--- config.mk ---
export PLATFORM = sky130hd
export DESIGN_NAME = fetch_sequencer
export DESIGN_NICKNAME = d
export VERILOG_FILES = /design/src/rtl/fetch_sequencer.sv
export SDC_FILE = /design/constraint.sdc
export NUM_CORES = 1
export LEC_CHECK = 0
export CELL_PAD_IN_SITES_DETAIL_PLACEMENT = 2
export CELL_PAD_IN_SITES_GLOBAL_PLACEMENT = 2
export CORE_ASPECT_RATIO = 1.1
export CORE_MARGIN = 4
export CORE_UTILIZATION = 22
export CTS_BUF_LIST = sky130_fd_sc_hd__clkbuf_8
export DETAILED_ROUTE_END_ITERATION = 16
export PLACE_DENSITY_LB_ADDON = 0.1
export SLEW_MARGIN = 25
export SYNTH_ARGS = -nofsm -noshare
export SYNTH_HDL_FRONTEND = slang
export SYNTH_SLANG_ARGS = --single-unit
--- constraint.sdc ---
create_clock -name clk -period 4.2 [get_ports clk]
set_input_delay 0.63 -clock clk [delete_from_list [all_inputs] [get_ports clk]]
set_output_delay 0.63 -clock clk [all_outputs]
set_load 0.05 [all_outputs]
--- src/rtl/fetch_sequencer.sv ---
// Instruction-fetch controller for the RV32I core: drives the PC register's
// next value, issues single-outstanding instruction-memory requests, holds one
// fetched instruction for decode, and handles redirects, including flushing a
// fetch already in flight and trapping misaligned redirect targets.
module fetch_sequencer #(
    parameter logic [31:0] TRAP_VEC = 32'h0000_0100
) (
    input  logic        clk,
    input  logic        rst,
    input  logic [31:0] pc,
    output logic [31:0] pc_next,
    output logic        imem_req,
    output logic [31:0] imem_addr,
    input  logic        imem_gnt,
    input  logic        imem_rvalid,
    input  logic [31:0] imem_rdata,
    input  logic        redirect_valid,
    input  logic [31:0] redirect_target,
    output logic        misalign_err,
    output logic        if_valid,
    output logic [31:0] if_instr,
    output logic [31:0] if_pc,
    input  logic        id_ready
);

    typedef enum logic [1:0] {
        REQ   = 2'd0,
        WAIT  = 2'd1,
        FLUSH = 2'd2
    } state_e;

    state_e      state_q, state_d;
    logic        if_valid_q, if_valid_d;
    logic [31:0] if_instr_q, if_instr_d;
    logic [31:0] if_pc_q, if_pc_d;

    logic        target_misaligned;
    logic        capture;
    logic        consume;

    assign target_misaligned = redirect_target[1:0] != 2'b00;
    // A response lands in the buffer only if it answers a live fetch.
    assign capture = (state_q == WAIT) && imem_rvalid && !redirect_valid;
    assign consume = if_valid_q && id_ready;

    assign imem_addr = pc;
    assign if_valid  = if_valid_q;
    assign if_instr  = if_instr_q;
    assign if_pc     = if_pc_q;

    // Request, trap flag and next-PC selection; all are held quiet in reset.
    always_comb begin
        // NOTE: every output of this block gets a default first so no path
        // leaves it unassigned, which would otherwise infer a latch.
        imem_req     = 1'b0;
        misalign_err = 1'b0;
        pc_next      = pc;
        if (!rst) begin
            imem_req     = (state_q == REQ) && !redirect_valid && (!if_valid_q || id_ready);
            misalign_err = redirect_valid && target_misaligned;
            if (redirect_valid) begin
                pc_next = target_misaligned ? TRAP_VEC : redirect_target;
            end else if ((state_q == WAIT) && imem_rvalid) begin
                pc_next = pc + 32'd4;
            end
        end
    end

    // Next-state logic for the fetch FSM and the one-entry instruction buffer.
    always_comb begin
        state_d    = state_q;
        if_valid_d = if_valid_q;
        if_instr_d = if_instr_q;
        if_pc_d    = if_pc_q;

        unique case (state_q)
            REQ: begin
                if (imem_req && imem_gnt) state_d = WAIT;
            end
            WAIT: begin
                // A redirect before the response arrives leaves a stale beat to drain.
                if (imem_rvalid)         state_d = REQ;
                else if (redirect_valid) state_d = FLUSH;
            end
            FLUSH: begin
                if (imem_rvalid) state_d = REQ;
            end
            default: state_d = REQ;
        endcase

        if (capture) begin
            if_instr_d = imem_rdata;
            if_pc_d    = pc;
        end

        // Redirect wins over capture, and capture wins over consume.
        if (redirect_valid)  if_valid_d = 1'b0;
        else if (capture)    if_valid_d = 1'b1;
        else if (consume)    if_valid_d = 1'b0;
    end

    // State and buffer registers with asynchronous active-high reset.
    always_ff @(posedge clk or posedge rst) begin
        // NOTE: sequential state uses non-blocking assignments so every
        // register samples values from before this clock edge.
        if (rst) begin
            state_q    <= REQ;
            if_valid_q <= 1'b0;
            if_instr_q <= 32'd0;
            if_pc_q    <= 32'd0;
        end else begin
            state_q    <= state_d;
            if_valid_q <= if_valid_d;
            if_instr_q <= if_instr_d;
            if_pc_q    <= if_pc_d;
        end
    end

endmodule

---- Yosys cells after proc, flatten, opt, wreduce, memory -nomap -nowiden ----
Index checks and enable logic that the tools add are counted.
word-level totals
  bits of input ports ..................... 102
  word-level logic and storage cells ...... 38
  bits in registers ....................... 67
operators by class
  reductions and logical operators ........ 14
  add/subtract/negate cells ............... 1
  muxes and demuxes ....................... 14
  eq/ne operators ......................... 5
operators by type and width
  kind                                                   count
  two-way mux 32 bit                                     4
  adder 32 x 3 -> 32 bit, second input constant          1
  two-way mux 2 bit                                      4
  logical AND 1 bit                                      7
  case mux 2 bit (3 select lines)                        1
  two-way mux 1 bit                                      5
  inequality test 3 bit, second input constant           1
  AND reduction 3 bit                                    1
  nonzero test 3 bit                                     1
  equality test 2 x 1 -> 1 bit, second input constant    1
  equality test 2 bit, second input constant             1
  zero test 1 bit                                        2
  zero test 2 bit                                        1
  inequality test 2 x 1 -> 1 bit, second input constant  1
  inequality test 2 bit, second input constant           1
  nonzero test 2 bit                                     1
  logical OR 1 bit                                       1

---- Longest topological paths before layout ----
  word-level depth ........................ 7
  gate-level depth with buffers ........... 7

---- Least setup slack after synthesis ----
Ideal clock, no wire load.
  kind .................................... input to output
  start ................................... input port rst
  end ..................................... output port pc_next[25]
  data required time ...................... 3.570 ns
  cell stages on the path ................. 6
  arrival time ............................ 3.574 ns
  setup slack ............................. -0.004 ns
  path through ............................ inv_1 > nand2_1 > nor3_2 > clkbuf_1 > nand2_1 > o211ai_1
on the way
  cells in the longest elaborated chain, start to end .. 1
ends and longest elaborated chain
  what                line  source
  from (decl)         9     input logic rst,
  two-way mux 32 bit  58    if (!rst) begin
  to (decl)           11    output logic [31:0] pc_next,
No other way between the ends.

---- Worst setup path after layout ----
  start ................................... input port pc[2]
  end ..................................... output port pc_next[8]
on the way
  cells in the longest elaborated chain, start to end .. 4
ends and longest elaborated chain
  what                    line  source
  from (decl)             10    input logic [31:0] pc,
  adder 32 x 3 -> 32 bit  64    pc_next = pc + 32'd4;
  two-way mux 32 bit      63    end else if ((state_q == WAIT) && imem_rvalid) begin
  two-way mux 32 bit      61    if (redirect_valid) begin
  two-way mux 32 bit      58
No other way between the ends.

==> summary.txt <==
Outcome
  • Status: finished clean

Synth
  • Post-synthesis sequential area ratio: 42.0%
  • Mean post-synth cell area: between 10 and 15 um2
  • XOR/XNOR Fraction of Synth Area: 0%
  • FF+latch count, synth: 67
  • Synth Area in Adders: less than 1%
  • Post-synthesis net count: 501
  • Async S/R FF share, synth: 100%
  • Primary FF master, synth: dfrtp_1
  • Largest family of logic cells by synthesized area: multiplexers
  • Mux cell area share after synthesis: 18.1%
  • Syn Inst Count: 398
  • Share of the synthesized area in the top cell type: about 42%
  • Largest cells by area after synthesis: dfrtp_1 (42%), mux2_2 (18%), buf_4 (6.2%)
  • Yosys warning total: 0
  • Synth Cell Area: 3990 um2
  • Post-synthesis simple-gate area fraction: 17.7%
  • Cell accounting for the most synthesized area: dfrtp_1
  • Unique masters post-synth: 47
  • Compound-gate portion of the synthesized area: ~13%
  • Number of enable flip-flop cells after synthesis: 0

STA
  • RSZ-0062 raised after global routing: false
  • Final max-slew violation count: 0
  • Worst Clk Skew: 16.3 ps
  • Final hold viol count: 0
  • Max Freq: 271 MHz
  • Tcrit/Tclk final: 87.9%
  • Setup tns final: 0 ps
  • Number of setup violations in the final report: 0
  • Worst Tran Pin Value: 911 ps
  • Fin crit period: 3690 ps
  • Rel. slew slack: roughly two fifths

Run
  • Max-cap violations: 0

Clock tree
  • Clk sinks: 67
  • H-tree depth: 3
  • Post-CTS Setup Bufs: 0
  • Root Buffer Master: clkbuf_8
  • Total CTS buffers: 9
  • Worst skew pair latency: 370 ps
  • Hold buffers post-CTS: 0
  • Reg clk slew, reported paths: ~80 ps
  • Post_cts resized: 0
  • Clock Tree Buf Depth: 2
  • CTS tree: done

Placement
  • Cells after DPL: 835
  • Placer Congestion: 0.729
  • Port-buffer cells: roughly 230
  • Hpwl dp: 13.5 mm

Critical path
  • Setup Crit Path Kind: primary input to primary output
  • Critical path required time: 3570 ps
  • Critical path peak fanout: 5
  • Worst EP arrival: around 3100 ps
  • Setup crit end kind: primary output
  • CP Launch Type: primary input

Power and ir drop
  • VDD IR max: 0.000274 V
  • P_leak: 0.00271 uW
  • Power share of the sequential group: 28.2%
  • Pwr dens: roughly 490 nW/um2
  • Switch share: 47.2%
  • Switching power: 1600 uW
  • Clock power share: 15.5%
  • Combinational share of power: 56.3%
  • Internal power: 1790 uW

Floorplan
  • IO Pins: 233
  • Die Area: between 20,000 and 25,000 um2
  • Rows: approximately 50
  • Core Region: about 18,000 um2
  • Width of the die: 136 um
  • Starting density of the core: 22.5%
  • Die H: between 100 and 150 um

Final layout
  • Layout cells sized above 1: 24.0%
  • N_diodes: 0
  • Multi-input gate area: around 2000 um2
  • FF/Latch Area: 1680 um2
  • Fin nets: 711
  • FILL cells: 1,945
  • Area Growth Syn to Fin: 72.5%
  • Layout Cells excl Fill: about 850

Drt
  • Drt total wl: ~17 mm
  • Iter 0 DRT Violations: 170
  • # DRC: 0
  • DR pass1 iterations: 4
  • Vias/cell: 4.69
  • Vias: 3,994
  • Average wire per standard cell: a little over 20 um
  • Post-route ant nets: 0

Global routing
  • First-pass GRT wire length: 27.1 mm
  • GRT Total Usage: between 15 and 20%
  • Vias in the first global route: 4,459
  • Initial antenna violation count: 1
  • Largest net degree at the start of global routing: 65
  • GRT Residual Overflow: 0

Min path
  • Worst Hold Class: flip-flop to flip-flop
power groups by stage:
stage / registers [uW] / logic [uW] / clock network (uW)
5_1_grt: 992 / 1990 / 577
6_report: 957 / 1910 / 525
3_3_place_gp: 957 / 1910 / 0
3_5_place_dp: 973 / 1930 / 0
2_1_floorplan: 1700 / 429 / 0
4_1_cts: 962 / 1940 / 549
flip-flops by register name (all words and copies together) (netlist names):
register	cells
if_valid	1
state_q	2
if_pc	32
if_instr	32
synth_stat cells, types with 2 or more instances:
master and number:
mux2_2 64, nand3b_1 2, nor4_1 5, nand4_1 6
a31oi_1 8, nor2_1 29, buf_1 3, or4_1 3
a22oi_1 7, clkbuf_1 9, buf_4 33, dfrtp_1 67
and4_1 2, nor3_1 4, o211ai_1 2, o21ai_1 10
o21ai_0 20, buf_2 10, and2_1 5, a21oi_1 13
nor4_4 3, o311ai_1 11, nand2_2 2, nand2_1 37
nand3_1 17, inv_1 5
final timing paths:
path                                          start                  endpoint  slack (ps)  cells after the start
min reg2reg                if_instr[13]$_DFFE_PP0P_  if_instr[13]$_DFFE_PP0P_         510                      1
max reg2reg                  state_q[1]$_DFFE_PP0P_     if_pc[30]$_DFFE_PP0P_        1920                      4
min in group asynchronous                       rst     if_pc[22]$_DFFE_PP0P_         780                      2
min                        if_instr[13]$_DFFE_PP0P_  if_instr[13]$_DFFE_PP0P_         510                      1
max in group asynchronous                       rst     if_pc[18]$_DFFE_PP0P_        2620                      3
max                                           pc[2]                pc_next[8]         510                      8
logic make-up (layout without fill, tap and decap cells):
group | count (synthesis) | in the layout
AND/OR/NAND/NOR | 126 | 126
AO/OA/AOI/OAI | 80 | 80
flip-flops | 67 | 67
multiplexers | 64 | 64
buffers and inverters | 60 | 275
adder cells (fa/ha/maj) | 1 | 1
per-layer routing:
layer  vias up  wire length (um)  GRT usage [%]  share of wire [%]
met5         -                11              0              0.063
met4         2               173           4.23               0.99
met3        12              1380           5.84                7.9
met2       136              8720           28.9                 50
met1      1997              7140           21.4                 41
li1       1847                 -              -                  -
layout make-up:
class / instances / share of cell area (%)
timing repair buffer: 254 / 39.9
multi-input combinational: 271 / 28.5
sequential: 67 / 24.4
tap: 238 / 4.33
clock buffer: 10 / 2.00
clock inverter: 6 / 0.582
inverter: 5 / 0.328
placed cells by master (no fill, tap or decap), drive strengths merged, types with 2 or more instances in the layout:
master	count
and4	2
o21ai	30
nor2	29
a22oi	7
and2	5
nand4b	2
nand3b	2
nor4	9
nand2	39
clkinvlp	2
mux2	64
o211ai	2
nand4	8
clkinv	4
clkdlybuf4s50	201
or4	3
nor3	5
inv	5
a21oi	13
clkbuf	10
buf	53
o311ai	12
dfrtp	67
nand3	17
a31oi	8
stage by stage:
step	utilization, %	hold WS, ps	total power (uW)	area, um2	setup slack [ps]
after floorplan	-	491	2130	3990	665
after global placement	37.8	489	2870	6700	489
after detailed placement	37.8	495	2900	6700	479
after CTS	38.8	515	3450	6880	476
after global routing	38.8	530	3560	6880	304
final	38.8	508	3390	6880	507
critical path, stage by stage:
cell and delay, ps:
clkdlybuf4s50_1 480, ha_1 230, nand2_1 160, or3_1 480
nor2_1 120, a21oi_1 50, o22a_1 210, clkdlybuf4s50_1 700
Power figures use the tool's default switching activity.
